$ cat config.mk
export PLATFORM = sky130hd
export DESIGN_NAME = img_rd_tx
export DESIGN_NICKNAME = d
export VERILOG_FILES = /design/src/rtl/img_rd_tx.sv
export SDC_FILE = /design/constraint.sdc
export NUM_CORES = 1
export LEC_CHECK = 0
export BUFFER_PORTS_ARGS = -buffer_cell sky130_fd_sc_hd__buf_4
export CAP_MARGIN = 0
export CORE_UTILIZATION = 46
export DETAILED_ROUTE_END_ITERATION = 12
export PLACE_DENSITY = 0.7
export SLEW_MARGIN = 0
export SYNTH_ARGS = -nofsm -noshare
export SYNTH_HDL_FRONTEND = slang
export SYNTH_SLANG_ARGS = --single-unit
$ cat constraint.sdc
create_clock -name Clk -period 4.95 [get_ports Clk]
set_clock_uncertainty 0.05 [all_clocks]
set_input_delay 0.495 -clock Clk [delete_from_list [all_inputs] [get_ports Clk]]
set_output_delay 0.495 -clock Clk [all_outputs]
set_load 0.03 [all_outputs]
$ cat src/rtl/img_rd_tx.sv
// Uploads a stored RGB565 frame from the RAM spare read port to uart_byte_tx, high byte first.
// First send_go RD_LATENCY+1 clocks after each read strobe; every byte waits on tx_done; abort cancels.
module img_rd_tx #(
    parameter int ADDR_W     = 16,
    parameter int PIXELS     = 65536,
    parameter int RD_LATENCY = 1
) (
    input  logic              Clk,
    input  logic              Reset_n,
    input  logic              start,
    input  logic              abort,
    output logic              busy,
    output logic              done,
    output logic              ram_rd_en,
    output logic [ADDR_W-1:0] ram_rd_addr,
    input  logic [15:0]       ram_rd_data,
    output logic [7:0]        tx_data,
    output logic              send_go,
    input  logic              tx_done
);

    typedef enum logic [2:0] {
        IDLE,
        READ,
        LATCH,
        SEND_HI,
        WAIT_HI,
        SEND_LO,
        WAIT_LO,
        NEXT
    } state_t;

    localparam logic [ADDR_W-1:0] LAST_ADDR = ADDR_W'(PIXELS - 1);
    localparam logic [1:0]        LAT_LOAD  = 2'(RD_LATENCY - 1);

    state_t      state;
    state_t      state_n;
    logic [1:0]  lat_cnt;
    logic [15:0] pixel;
    logic        is_last;
    logic        abort_hit;
    logic        start_hit;

    assign is_last   = (ram_rd_addr == LAST_ADDR);
    assign abort_hit = abort && (state != IDLE);
    assign start_hit = start && (state == IDLE);

    always_comb begin
        state_n = state;
        if (abort_hit) begin
            state_n = IDLE;
        end else begin
            case (state)
                IDLE:    if (start) state_n = READ;
                READ:    state_n = LATCH;
                LATCH:   if (lat_cnt == 2'd0) state_n = SEND_HI;
                SEND_HI: state_n = WAIT_HI;
                WAIT_HI: if (tx_done) state_n = SEND_LO;
                SEND_LO: state_n = WAIT_LO;
                WAIT_LO: if (tx_done) state_n = NEXT;
                NEXT:    state_n = is_last ? IDLE : READ;
                default: state_n = IDLE;
            endcase
        end
    end

    // Every output is a register loaded from the next state, so it is valid in the cycle the state is entered.
    always_ff @(posedge Clk or negedge Reset_n) begin
        if (!Reset_n) begin
            state       <= IDLE;
            busy        <= 1'b0;
            done        <= 1'b0;
            ram_rd_en   <= 1'b0;
            ram_rd_addr <= '0;
            tx_data     <= '0;
            send_go     <= 1'b0;
            lat_cnt     <= '0;
            pixel       <= '0;
        end else begin
            state     <= state_n;
            busy      <= (state_n != IDLE);
            done      <= (state_n == NEXT) && is_last;
            ram_rd_en <= (state_n == READ);
            send_go   <= (state_n == SEND_HI) || (state_n == SEND_LO);

            if (state == READ) begin
                lat_cnt <= LAT_LOAD;
            end else if ((state == LATCH) && (lat_cnt != 2'd0)) begin
                lat_cnt <= lat_cnt - 2'd1;
            end

            if ((state == LATCH) && (lat_cnt == 2'd0)) begin
                pixel <= ram_rd_data;
            end

            // SEND_HI is entered straight from LATCH, so the high byte comes off the read bus directly.
            if (state_n == SEND_HI) begin
                tx_data <= ram_rd_data[15:8];
            end else if (state_n == SEND_LO) begin
                tx_data <= pixel[7:0];
            end

            if (abort_hit || start_hit) begin
                ram_rd_addr <= '0;
            end else if ((state == NEXT) && !is_last) begin
                ram_rd_addr <= ram_rd_addr + ADDR_W'(1);
            end
        end
    end

endmodule

==> results of run 1 <==
report_power, final:
part           internal, mW  switching (mW)
clock                 0.113           0.115
sequential            0.417          0.0683
combinational         0.168           0.202
total                 0.699           0.385
cell usage after synthesis (all sizes together), types with 6 or more instances:
cell type | n | area share
dfrtp | 41 | 0.50
a21oi | 17 | 0.042
nand2 | 10 | 0.018
o31ai | 10 | 0.037
or4 | 10 | 0.037
nand3 | 9 | 0.025
a21o | 8 | 0.029
a22o | 8 | 0.034
mux2 | 8 | 0.044
nor2 | 8 | 0.015
o21ai | 7 | 0.017
buf | 6 | 0.014
nor3 | 6 | 0.015
worst paths after layout:
check,to,slack (ns)
worst max register to register,tx_data[3],2.57
worst min-delay path,ram_rd_addr[4],0.12
max in group asynchronous,lat_cnt[0],4.38
worst max-delay path,tx_data[3],2.57
min in group Clk,pixel[5],0.38
worst min register to register,tx_data[1],0.43
cell usage in the layout (no fill, tap or decap), types with 2 or more instances in the layout:
cell type,netlist,routed
sky130_fd_sc_hd__nor4_1,2,2
sky130_fd_sc_hd__a22o_1,8,8
sky130_fd_sc_hd__ha_1,2,2
sky130_fd_sc_hd__buf_4,0,49
sky130_fd_sc_hd__inv_1,5,5
sky130_fd_sc_hd__clkbuf_8,0,6
sky130_fd_sc_hd__o41ai_1,2,2
sky130_fd_sc_hd__nand3_1,8,8
sky130_fd_sc_hd__nor2_1,8,8
sky130_fd_sc_hd__o31ai_1,10,10
sky130_fd_sc_hd__mux2_2,8,8
sky130_fd_sc_hd__and3_1,2,2
sky130_fd_sc_hd__a21oi_1,17,17
sky130_fd_sc_hd__nand2_1,10,10
sky130_fd_sc_hd__nand4_1,4,4
sky130_fd_sc_hd__o21a_1,2,2
sky130_fd_sc_hd__or4_1,9,9
sky130_fd_sc_hd__dfrtp_1,41,41
sky130_fd_sc_hd__or3_1,2,2
sky130_fd_sc_hd__o21ai_0,7,7
sky130_fd_sc_hd__nand2b_1,2,2
sky130_fd_sc_hd__nand3b_1,2,2
sky130_fd_sc_hd__a21o_1,8,8
sky130_fd_sc_hd__o21bai_1,2,2
sky130_fd_sc_hd__nor3_1,6,6
registers in the layout (all words and copies together), names as in the netlist:
signal       flops
busy             1
tx_data          8
lat_cnt          2
done             1
send_go          1
state            3
ram_rd_addr     16
pixel            8
ram_rd_en        1
kinds of logic after synthesis:
family,share of synthesized area
mux,0.0441
xor+xnor,0.00859
simple gates,0.210
fa+ha+maj,0.0123
compound gates,0.191
buf+inv,0.0313
flops,0.503
per-stage QoR:
stage / instance area [µm²] / instances / worst slack, ns / hold slack (ns)
finish: 2520 / 291 / 2.57 / 0.124
global route: 2520 / 291 / 2.37 / 0.146
CTS: 2520 / 291 / 2.57 / 0.133
detailed placement: 2430 / 283 / 2.60 / 0.417
global placement: 2430 / 283 / 2.66 / 0.412
floorplan: 2040 / 194 / 2.91 / 0.149
metal layers:
layer / up-vias / GRT usage / share of wire
li1: 835 / - / -
met5: - / 0 / 0
met3: 8 / 0.0510 / 0.052
met2: 45 / 0.321 / 0.45
met1: 798 / 0.279 / 0.48
met4: 0 / 0.0703 / 0.017
final cells by class:
type	instances	area, µm²
multi-input combinational	138	951
inverter	5	18.8
sequential	41	1030
tap	50	62.6
clock inverter	2	13.8
timing repair buffer	49	368
clock buffer	6	82.6
fill	346	1590
worst max-delay path, stage by stage, from the launching register on:
cell and delay (ns):
sky130_fd_sc_hd__dfrtp_1 0.41, sky130_fd_sc_hd__inv_1 0.07, sky130_fd_sc_hd__ha_1 0.22, sky130_fd_sc_hd__nor4bb_1 0.29, sky130_fd_sc_hd__buf_4 0.22, sky130_fd_sc_hd__nor2b_1 0.50, sky130_fd_sc_hd__nor2_1 0.29, sky130_fd_sc_hd__a21o_1 0.25
==> flow_results.org, run 1 <==
** Critical path
- Startpoint of the lowest-slack register-to-register path :: lat_cnt[0]
- WS Path Type :: reg -> reg
- In this run the worst path has a maximum fanout of 9.
- The most critical setup path has its startpoint at lat_cnt[0].
- Data arrives at the worst endpoint at roughly 2.5 ns.
- Setup crit start kind :: register
- Measured in cells, the most critical reg-to-reg path has a length of 7.
- Data on the critical path is required at its endpoint by just over 5 ns.
- Setup crit end kind :: register

** Floorplan
- In this run the core area contains 23 standard-cell rows.
- The initial utilization of the core area, before any placement, comes to 0.496.
- Core Region :: slightly above 4000 µm²
- Horizontal die dimension :: around 69 µm
- The die covers ~4700 µm².
- For this design the top-level I/O count stands at 49.
- Measured along the y axis, the die boundary spans slightly below 70 µm.

** Min path
- Kind of path behind the tightest hold check :: in -> async

** Power and ir drop
- Leakage :: ~1.2 nW
- Peak supply drop :: around 0.16 mV
- Final total power :: ~1.1 mW
- Power density over the cells :: around 430 nW/µm²

** Synth
- Async SR Flop Fraction :: 1.00
- Synthesized area :: ~2000 µm²
- In the synthesized netlist the dominant register cell turns out to be sky130_fd_sc_hd__dfrtp_1.
- Number of synthesized register bits :: between 40 and 50
- Cell variety after synth :: 44
- Post-Syn Instances :: 194
- Post-Synthesis Mean Instance Area :: ~11 µm²
- Fraction of the yosys area taken by sequential cells :: 0.503
- Yosys printed 0 warnings.
- Number of flops mapped to enable cells by yosys :: 0
- Synth Net Count :: ~220

** Global route
- In the global route stage, overall resource usage came out at 0.206.
- Global-route wire length before repair :: 7120 µm
- Vias in the first global route :: ~1.5k
- The initial antenna violation count is 0.
- Entering global routing, the biggest net connects 42 pins.
- Global routing finished with a remaining overflow of 0.

** Final layout
- 0 antenna diodes ended up in the layout.
- Ratio of cells with drive above 1 in the final layout :: 0.303
- Area delta synth->final :: 23.6%
- For this run, the share of the core covered by cells in the final layout is 0.613.
- Nets :: ~260

** Status
- Result of the run :: complete, no violations

** CTS
- In this run the number of H-tree levels came out at 2.
- TritonCTS built the clock tree.
- Num Clock Sinks :: roughly 40
- Cts-stage hold buffer count :: 0
- Number of cells upsized or downsized after cts :: 0
- Master cell of the clock root buffer :: sky130_fd_sc_hd__clkbuf_8
- TritonCTS created 5 clock buffers.
- In this run the post-CTS setup repair buffer count came out at 0.
- At the later pin of the worst-skew pair, clock insertion delay measures 0.29 ns.
- Number of buffers between clock root and the deepest sink :: 2
- Clock transition at the registers of the reported paths :: roughly 0.08 ns

** Timing
- Final Hold Viols :: 0
- At the pin with the least slew margin, the transition time is slightly below 0.8 ns.
- The smallest clock period supported by the final layout is computed as 2.38 ns.
- Aggregate negative setup slack :: 0 ns
- Final setup viols :: 0
- The final count of pins violating max slew was 0.
- Derived from the worst setup path, the maximum achievable clock frequency is around 420 MHz.
- In the finished design, the share of the clock period the worst path needs comes to 0.481.
- In this run the tightest slew margin relative to its limit is 0.478.
- Setup repair after global routing left no endpoint under its margin.

** Place
- DP HPWL :: around 3000 µm
- Final RePlAce weighted congestion :: approximately 0.74
- Buffers placed on the I/O ports in this run total 48.

** Routing
- Routed wirelength normalized by instance count :: roughly 15 µm
- Vias after detailed routing :: ~1.7k
- Ratio of routed vias to standard cells :: 5.79
- For this run, design rule violations remaining after detail routing come to 0.
- In this run the remaining antenna-violating nets after routing total 0.
- Number of iterations in the first detailed-routing pass :: 4
- For this block, the routed nets add up to about 4300 µm of wire.
- Initial detailed-routing violation count :: roughly 110

** Job
- Total of max-cap violations :: 0
Note: power is estimated with default switching activity, not from simulation.
==> run 2, diff against run 1 <==
Clock period 4.95 ns to 2.26 ns, I/O delays scaled along.
==> flow_results.org, run 2 (synthesis gave the netlist of run 1 again) <==
** Place
- The cell count after placement came to 290 (+2.5%).
- Final RePlAce weighted congestion :: 0.776 (+5.0%)
- Input/output buffers :: 48 (unchanged)
- The placed wire-length estimate is 3160 µm (+4.8%).
- Post-detailed-placement cell area :: 2480 µm² (+2.2%)

** CTS
- Number of buffers between clock root and the deepest sink :: 2 (unchanged)
- The number of clock buffers inserted by TritonCTS is 5 (unchanged).
- The H-tree depth reported by CTS is 2 (unchanged).
- Num Clock Sinks :: 41 (unchanged)
- The tree is rooted in a sky130_fd_sc_hd__clkbuf_8.
- TritonCTS built the clock tree.
- The number of buffers added for setup after CTS was 0 (unchanged).
- The clock-pin slew of the registers on the worst-case setup and hold paths is 0.08 ns (about the same).
- Worst skew pair latency :: 0.29 ns (about the same)

** Timing
- Final Hold Viols :: 0 (unchanged)
- The transition time of the tightest slew-check pin came to 0.669 ns (-0.108 ns).
- The final count of pins violating max slew is 0 (unchanged).
- WHS :: 0.121 ns (-0.00309 ns)
- Setup repair after global routing left no endpoint under its margin.
- Shortest period the worst path allows :: 1.97 ns (-0.408 ns)
- Final setup viols :: 0 (unchanged)
- The maximum frequency from static timing analysis came to 507 MHz (+21%).
- Aggregate negative setup slack :: 0 ns (unchanged)
- The relative slew slack came to 0.551 (+0.0728).
- Final clock period utilization by the worst path :: 0.873 (+0.392)

** Final layout
- The largest registers in the layout are ram_rd_addr (16), pixel (8), tx_data (8).
- Ratio of cells with drive above 1 in the final layout :: 0.319 (+0.0156)
- The number of nets in the final layout was 271 (+3.0%).
- The number of flip-flops under the largest register name is 16 (unchanged).
- Post-route cell area :: 2590 µm² (+2.8%)
- Counting flops per register, the top entry is ram_rd_addr.
- Area delta synth->final :: 27.0%
- Number of inserted diodes :: 0 (unchanged)
- Leaving out fill and tap cells, the most frequent cell in the layout is sky130_fd_sc_hd__buf_4.
- The number of standard cells in the layout, taps in and fillers out was 298 (+2.4%).
- The top cell types in the final layout, fill and taps aside, are 56 x sky130_fd_sc_hd__buf_4, 41 x sky130_fd_sc_hd__dfrtp_1, 17 x sky130_fd_sc_hd__a21oi_1.

** Floorplan
- The core outline area was 4120 µm² (unchanged).
- Initial Util :: 0.496 (unchanged)
- The number of standard-cell rows in the floorplan came to 23 (unchanged).
- The die span in y was 68.6 µm (unchanged).
- The die span in x was 68.6 µm (unchanged).
- The die footprint came to 4710 µm² (unchanged).
- The number of top-level pins was 49 (unchanged).

** Critical path
- Setup crit end kind :: register
- WS Path Type :: reg -> reg
- Data arrival time of the worst path :: 2.15 ns (-0.37 ns)
- The slack of the worst reg-to-reg path is 0.29 ns (-2.28 ns).
- Worst reg2reg path depth :: 4 (-3)
- Reg2reg end :: ram_rd_addr[15]
- The startpoint identified for the worst register-to-register timing path is state[0].
- Required time of the critical path :: 2.43 ns (-2.65 ns)
- Largest fanout of any net on the critical path :: 13 (+4)
- Setup crit start kind :: register

** Global route
- The met3 track demand over resource in global routing is 0.0625 (+0.0115).
- Vias in the first global route :: 1,542 (-0.065%)
- The global-route congestion overflow total came to 0 (unchanged).
- The wire length of the first global-routing pass was 7270 µm (+2.0%).
- Gr busiest metal :: met2
- The global-route met1 utilization came to 0.270 (-0.00982).
- The initial antenna violation count came to 0 (unchanged).
- The maximum number of pins on one net before global-route repair came to 42 (unchanged).
- Global-route usage over all layers :: 0.211 (+0.00456)
- The met2 track demand over resource in global routing is 0.339 (+0.0184).

** Power and ir drop
- Share of power burned in the clock network :: 0.229 (+0.019)
- The cell-internal power came to 1.61 mW (+130%).
- The combinational share of power is 0.338 (-0.004).
- The power density of the placed cells was 948 nW/µm² (+120%).
- Switching power of the nets :: 0.844 mW (+120%)
- The static leakage is 1.20 nW (+3.6%).
- Flop pwr share :: 0.433 (-0.015)
- Peak supply drop :: 0.388 mV (+150%)
- Fraction of power spent switching nets :: 0.344 (-0.0119)

** Min path
- The path with the worst hold slack has its endpoint at pixel[5].
- The min-delay analysis places its worst path in the category in -> reg.
- The worst hold path passes through 2 cells.
- The worst hold path begins at ram_rd_data[5].

** Routing
- The remaining design rule violation count was 0 (unchanged).
- Count of nets left with antenna violations after detail routing :: 0 (unchanged)
- The post-detailed-routing wire length is 4400 µm (+2.3%).
- Ratio of routed vias to standard cells :: 5.79 (about the same)
- Routed wirelength normalized by instance count :: 14.8 µm (-0.10%)
- Initial detailed-routing violation count :: 136 (+23%)
- The total iterations of the first detailed-routing run is 4 (unchanged).
- Vias after detailed routing :: 1,726 (+2.4%)

** Status
- The run finished with clean final reports.

** Job
- The count of maximum capacitance violations was 0 (unchanged).
-- run 2: cell types whose count changed in the layout (fill, tap and decap cells not counted) --
cell / before / now
sky130_fd_sc_hd__buf_4: 49 / 56
sky130_fd_sc_hd__bufinv_16: 0 / 1
sky130_fd_sc_hd__clkbuf_8: 6 / 5
sky130_fd_sc_hd__clkinv_4: 1 / 0
sky130_fd_sc_hd__dlygate4sd3_1: 0 / 1
-- run 2: power by group through the flow --
stage          Clock [mW]  Combinational, mW  Sequential [mW]
2_1_floorplan           0              0.456             1.18
3_3_place_gp            0              0.826             1.07
3_5_place_dp            0              0.836             1.08
4_1_cts             0.581              0.840             1.06
5_1_grt             0.612              0.905             1.09
6_report            0.563              0.829             1.06
-- run 2: through the flow --
stage                      util  power (mW)  setup WS [ns]
final                     0.630        2.46          0.287
after global routing      0.630        2.61          0.164
after CTS                 0.630        2.48          0.282
after detailed placement  0.602        1.92          0.325
after global placement    0.602        1.89          0.369
after floorplan               -        1.64          0.216
-- run 2: how the worst max path moves through the flow --
stage                    from               to  slack, ns  depth (start not counted)
2_1_floorplan  ram_rd_addr[8]             busy       0.22                          4
3_3_place_gp   ram_rd_addr[0]             busy       0.37                          5
3_5_place_dp         state[0]  ram_rd_addr[15]       0.33                          4
4_1_cts              state[0]  ram_rd_addr[15]       0.28                          4
5_1_grt              state[1]  ram_rd_addr[15]       0.16                          4
6_report             state[0]  ram_rd_addr[15]       0.29                          4
-- run 2: critical path: stages (launching register included) --
cell                      delay (ns)
sky130_fd_sc_hd__dfrtp_1        0.58
sky130_fd_sc_hd__nand3_2        0.14
sky130_fd_sc_hd__or3_1          0.48
sky130_fd_sc_hd__or4_1          0.50
sky130_fd_sc_hd__a21oi_1        0.15
-- run 2: repair_timing --
action / 4_1_cts / 5_1_grt
resized for setup: 0 / 0
hold buffers: 1 / 0
endpoints found under the hold margin: 41 / 0
-- run 2: layer usage --
metal	up-vias	share of wire	routed length, µm
met5	-	0	0
met4	0	0.015	65
met3	9	0.067	294
met2	49	0.45	1960
met1	814	0.47	2080
li1	854	-	-
-- run 2: final cells by class --
| class | instances | area (µm²) |
|---|---|---|
| clock buffers | 5 | 68.8 |
| clock inverters | 2 | 35.0 |
| fillers | 347 | 1520 |
| inverters | 5 | 18.8 |
| multi-input cells | 138 | 951 |
| flip-flops and latches | 41 | 1030 |
| well taps | 50 | 62.6 |
| repair buffers | 57 | 430 |
==> run 3, diff against run 2 <==
Settings changed: CAP_MARGIN 0 to not set, CORE_ASPECT_RATIO set to 0.9, RECOVER_POWER set to 50.
==> flow_results.org, run 3 (synthesis gave the netlist of run 1 again) <==
** Status
- The flow ran to the end, and the final reports show no timing, DRC or antenna violations.

** CTS
- The cell sitting at the root of the clock tree is a sky130_fd_sc_hd__clkbuf_8.
- Num Clock Sinks :: 41 (unchanged)
- The number of clock buffers inserted by TritonCTS was 5 (unchanged).
- The H-tree depth reported by CTS came to 2 (unchanged).
- CTS tree :: done
- The clock-pin slew of the registers on the worst-case setup and hold paths was 0.08 ns (about the same).
- The later-pin clock latency in the skew report was 0.29 ns (about the same).
- Number of buffers between clock root and the deepest sink :: 2 (unchanged)

** Critical path
- STA classifies the critical path startpoint as a register.
- The peak per-stage delay on the critical path came to 0.58 ns (about the same).
- Worst Setup SP :: state[0]
- Startpoint of the lowest-slack register-to-register path :: state[0]
- The number of buffers and inverters on the critical path came to 0 (unchanged).
- Master of the slowest instance on the critical path :: sky130_fd_sc_hd__dfrtp_1
- The critical path ends at ram_rd_addr[15].
- Traced cell by cell, the critical path runs through nand3_2 -> or3_1 -> or4_1 -> a21oi_1.
- Levels on crit path :: 4 (unchanged)
- Setup crit end kind :: register
- The endpoint identified for the worst register-to-register timing path is ram_rd_addr[15].
- WS Path Type :: reg -> reg
- Data arrival time of the worst path :: 2.11 ns (-0.04 ns)
- On the critical path the largest part of the delay comes from simple AND/OR/NAND/NOR gates.
- Largest fanout of any net on the critical path :: 13 (unchanged)
- The slack of the worst reg-to-reg path was 0.32 ns (+0.03 ns).
- The endpoint required time on the critical path came to 2.43 ns (about the same).
- Worst reg2reg path depth :: 4 (unchanged)

** Global route
- The initial antenna violation count was 0 (unchanged).
- Global-route wire length before repair :: 7300 µm (+0.48%)
- Maximum number of pins on one net before global-route repair :: 42 (unchanged)
- Global-route usage over all layers :: 0.203 (-0.00763)
- The via count of the first global-routing pass was 1,625 (+5.4%).
- Overflow after GRT :: 0 (unchanged)

** Final layout
- Ratio of cells with drive above 1 in the final layout :: 0.263 (-0.0554)
- The area growth from synthesis to layout is 25.2%.
- Top reg by flops :: ram_rd_addr
- The number of fill cells in the layout came to 366 (+5.5%).
- Post-route cell area :: 2550 µm² (-1.4%)
- Leaving out fill and tap cells, the most frequent cells in the layout are 41 x sky130_fd_sc_hd__dfrtp_1, 40 x sky130_fd_sc_hd__buf_4, 17 x sky130_fd_sc_hd__a21oi_1.
- The library cell used most frequently in the layout, excluding fill and tap cells, is sky130_fd_sc_hd__dfrtp_1.
- Nets :: 269 (-0.74%)
- Non-filler instance count after layout :: 307 (+3.0%)
- Number of inserted diodes :: 0 (unchanged)
- Share of the core filled with cells :: 0.615 (-0.0153)
- Largest regs :: ram_rd_addr (16), pixel (8), tx_data (8)
- Number of flip-flops under the largest register name :: 16 (unchanged)

** Place
- Input/output buffers :: 48 (unchanged)
- The cell area reported after detailed placement was 2480 µm² (-0.10%).
- The last weighted congestion value of the routability-driven placer came to 0.755 (-2.7%).
- DP HPWL :: 3090 µm (-2.3%)
- The worst setup slack after placement is 0.339 ns (+0.0137 ns).
- Number of placed instances with taps included :: 298 (+2.8%)

** Power and ir drop
- Flop pwr share :: 0.437 (+0.004)
- Share of power burned in the clock network :: 0.251 (+0.022)
- Switching power of the nets :: 0.840 mW (-0.42%)
- The combinational share of power came to 0.312 (-0.026).
- Peak supply drop :: 0.612 mV (+58%)
- The static leakage came to 1.14 nW (-5.0%).
- Power Internal :: 1.58 mW (-2.2%)
- Power density over the cells :: 946 nW/µm² (-0.13%)
- Final total power :: 2.42 mW (-1.6%)
- The switching portion of total power is 0.348 (+0.00404).

** Routing
- The residual antenna-violating net count after detailed routing is 0 (unchanged).
- The total iterations of the first detailed-routing run is 4 (unchanged).
- Initial detailed-routing violation count :: 37 (-73%)
- Ratio of routed vias to standard cells :: 5.53 (-4.5%)
- The remaining design rule violation count is 0 (unchanged).
- The routed wirelength normalized by instance count is 14.1 µm (-4.2%).
- The detailed-route via count came to 1,699 (-1.6%).
- Total detailed-routing wirelength :: 4340 µm (-1.3%)

** Floorplan
- Core Region :: 4160 µm² (+1.0%)
- Placement Rows :: 22 (-4.3%)
- Initial Util :: 0.491 (-0.00493)
- The die span in y is 65.2 µm (-5.0%).
- The number of top-level pins was 49 (unchanged).
- Die outline area :: 4710 µm² (about the same)
- Horizontal die dimension :: 72.2 µm (+5.3%)

** Timing
- Relative slew margins :: 0.342 (-0.209)
- Aggregate negative setup slack :: 0 ns (unchanged)
- The final number of setup-violating endpoints was 0 (unchanged).
- Shortest period the worst path allows :: 1.94 ns (-0.0323 ns)
- The final critical-path share of the clock period was 0.859 (-0.0143).
- Unrepaired setup endpoints after global routing :: no
- The transition time of the tightest slew-check pin was 0.987 ns (+0.319 ns).
- WHS :: 0.115 ns (-0.00626 ns)
- PnR worst setup slack :: 0.319 ns (+0.0323 ns)
- Final Hold Viols :: 0 (unchanged)
- Max Clk Rate :: 515 MHz (+1.7%)
- Fin. max-slew vios :: 0 (unchanged)

** Min path
- In this run the worst hold path is classified as in -> reg.

** Job
- The count of maximum capacitance violations came to 0 (unchanged).
## run 3: cell types whose count changed in the layout (fill, tap and decap cells not counted)
| cell | previous run | this run |
|---|---|---|
| sky130_fd_sc_hd__buf_4 | 56 | 40 |
| sky130_fd_sc_hd__clkbuf_1 | 0 | 13 |
| sky130_fd_sc_hd__clkbuf_2 | 0 | 1 |
| sky130_fd_sc_hd__clkbuf_8 | 5 | 6 |
| sky130_fd_sc_hd__clkinv_2 | 1 | 0 |
| sky130_fd_sc_hd__clkinvlp_4 | 0 | 1 |
## run 3: worst min path at each step
stage / slack, ns / depth (start not counted) / startpoint / end
5_1_grt: 0.11 / 2 / ram_rd_data[2] / pixel[2]
4_1_cts: 0.11 / 2 / ram_rd_data[6] / pixel[6]
2_1_floorplan: -0.12 / 0 / Reset_n / busy
3_3_place_gp: 0.18 / 1 / Reset_n / tx_data[5]
3_5_place_dp: 0.19 / 1 / Reset_n / tx_data[5]
6_report: 0.12 / 2 / ram_rd_data[2] / pixel[2]
## run 3: final cells by class
| class | count | area (µm²) | share of cell area |
|---|---|---|---|
| flip-flops and latches | 41 | 1030 | 0.402 |
| clock buffers | 6 | 82.6 | 0.0323 |
| clock inverters | 2 | 37.5 | 0.0147 |
| well taps | 60 | 75.1 | 0.0294 |
| inverters | 5 | 18.8 | 0.00735 |
| repair buffers | 55 | 364 | 0.143 |
| multi-input cells | 138 | 951 | 0.372 |
## run 3: worst register-to-register path: cells and delay by family, from the launching register on
| kind | cells | cell delay, ns |
|---|---|---|
| AOI/OAI and AO/OA | 1 | 0.14 |
| and+or+nand+nor | 3 | 1.11 |
| DFF | 1 | 0.58 |
## run 3: timing repair
action,CTS,global route
endpoints found under the hold margin,41,0
gates resized for setup,0,0
hold buffers,1,0
setup buffers,0,0
## run 3: power by group through the flow
stage	Sequential [mW]	Clock [mW]	Combinational, mW
2_1_floorplan	1.18	0	0.456
3_3_place_gp	1.06	0	0.822
3_5_place_dp	1.07	0	0.828
4_1_cts	1.06	0.629	0.835
5_1_grt	1.08	0.655	0.823
6_report	1.06	0.606	0.756
## run 3: routing by layer
metal / up-vias / global-route usage / part of all wire
li1: 843 / - / -
met1: 791 / 0.242 / 0.46
met2: 57 / 0.354 / 0.46
met3: 8 / 0.0429 / 0.063
met4: 0 / 0.0882 / 0.016
met5: - / 0 / 0
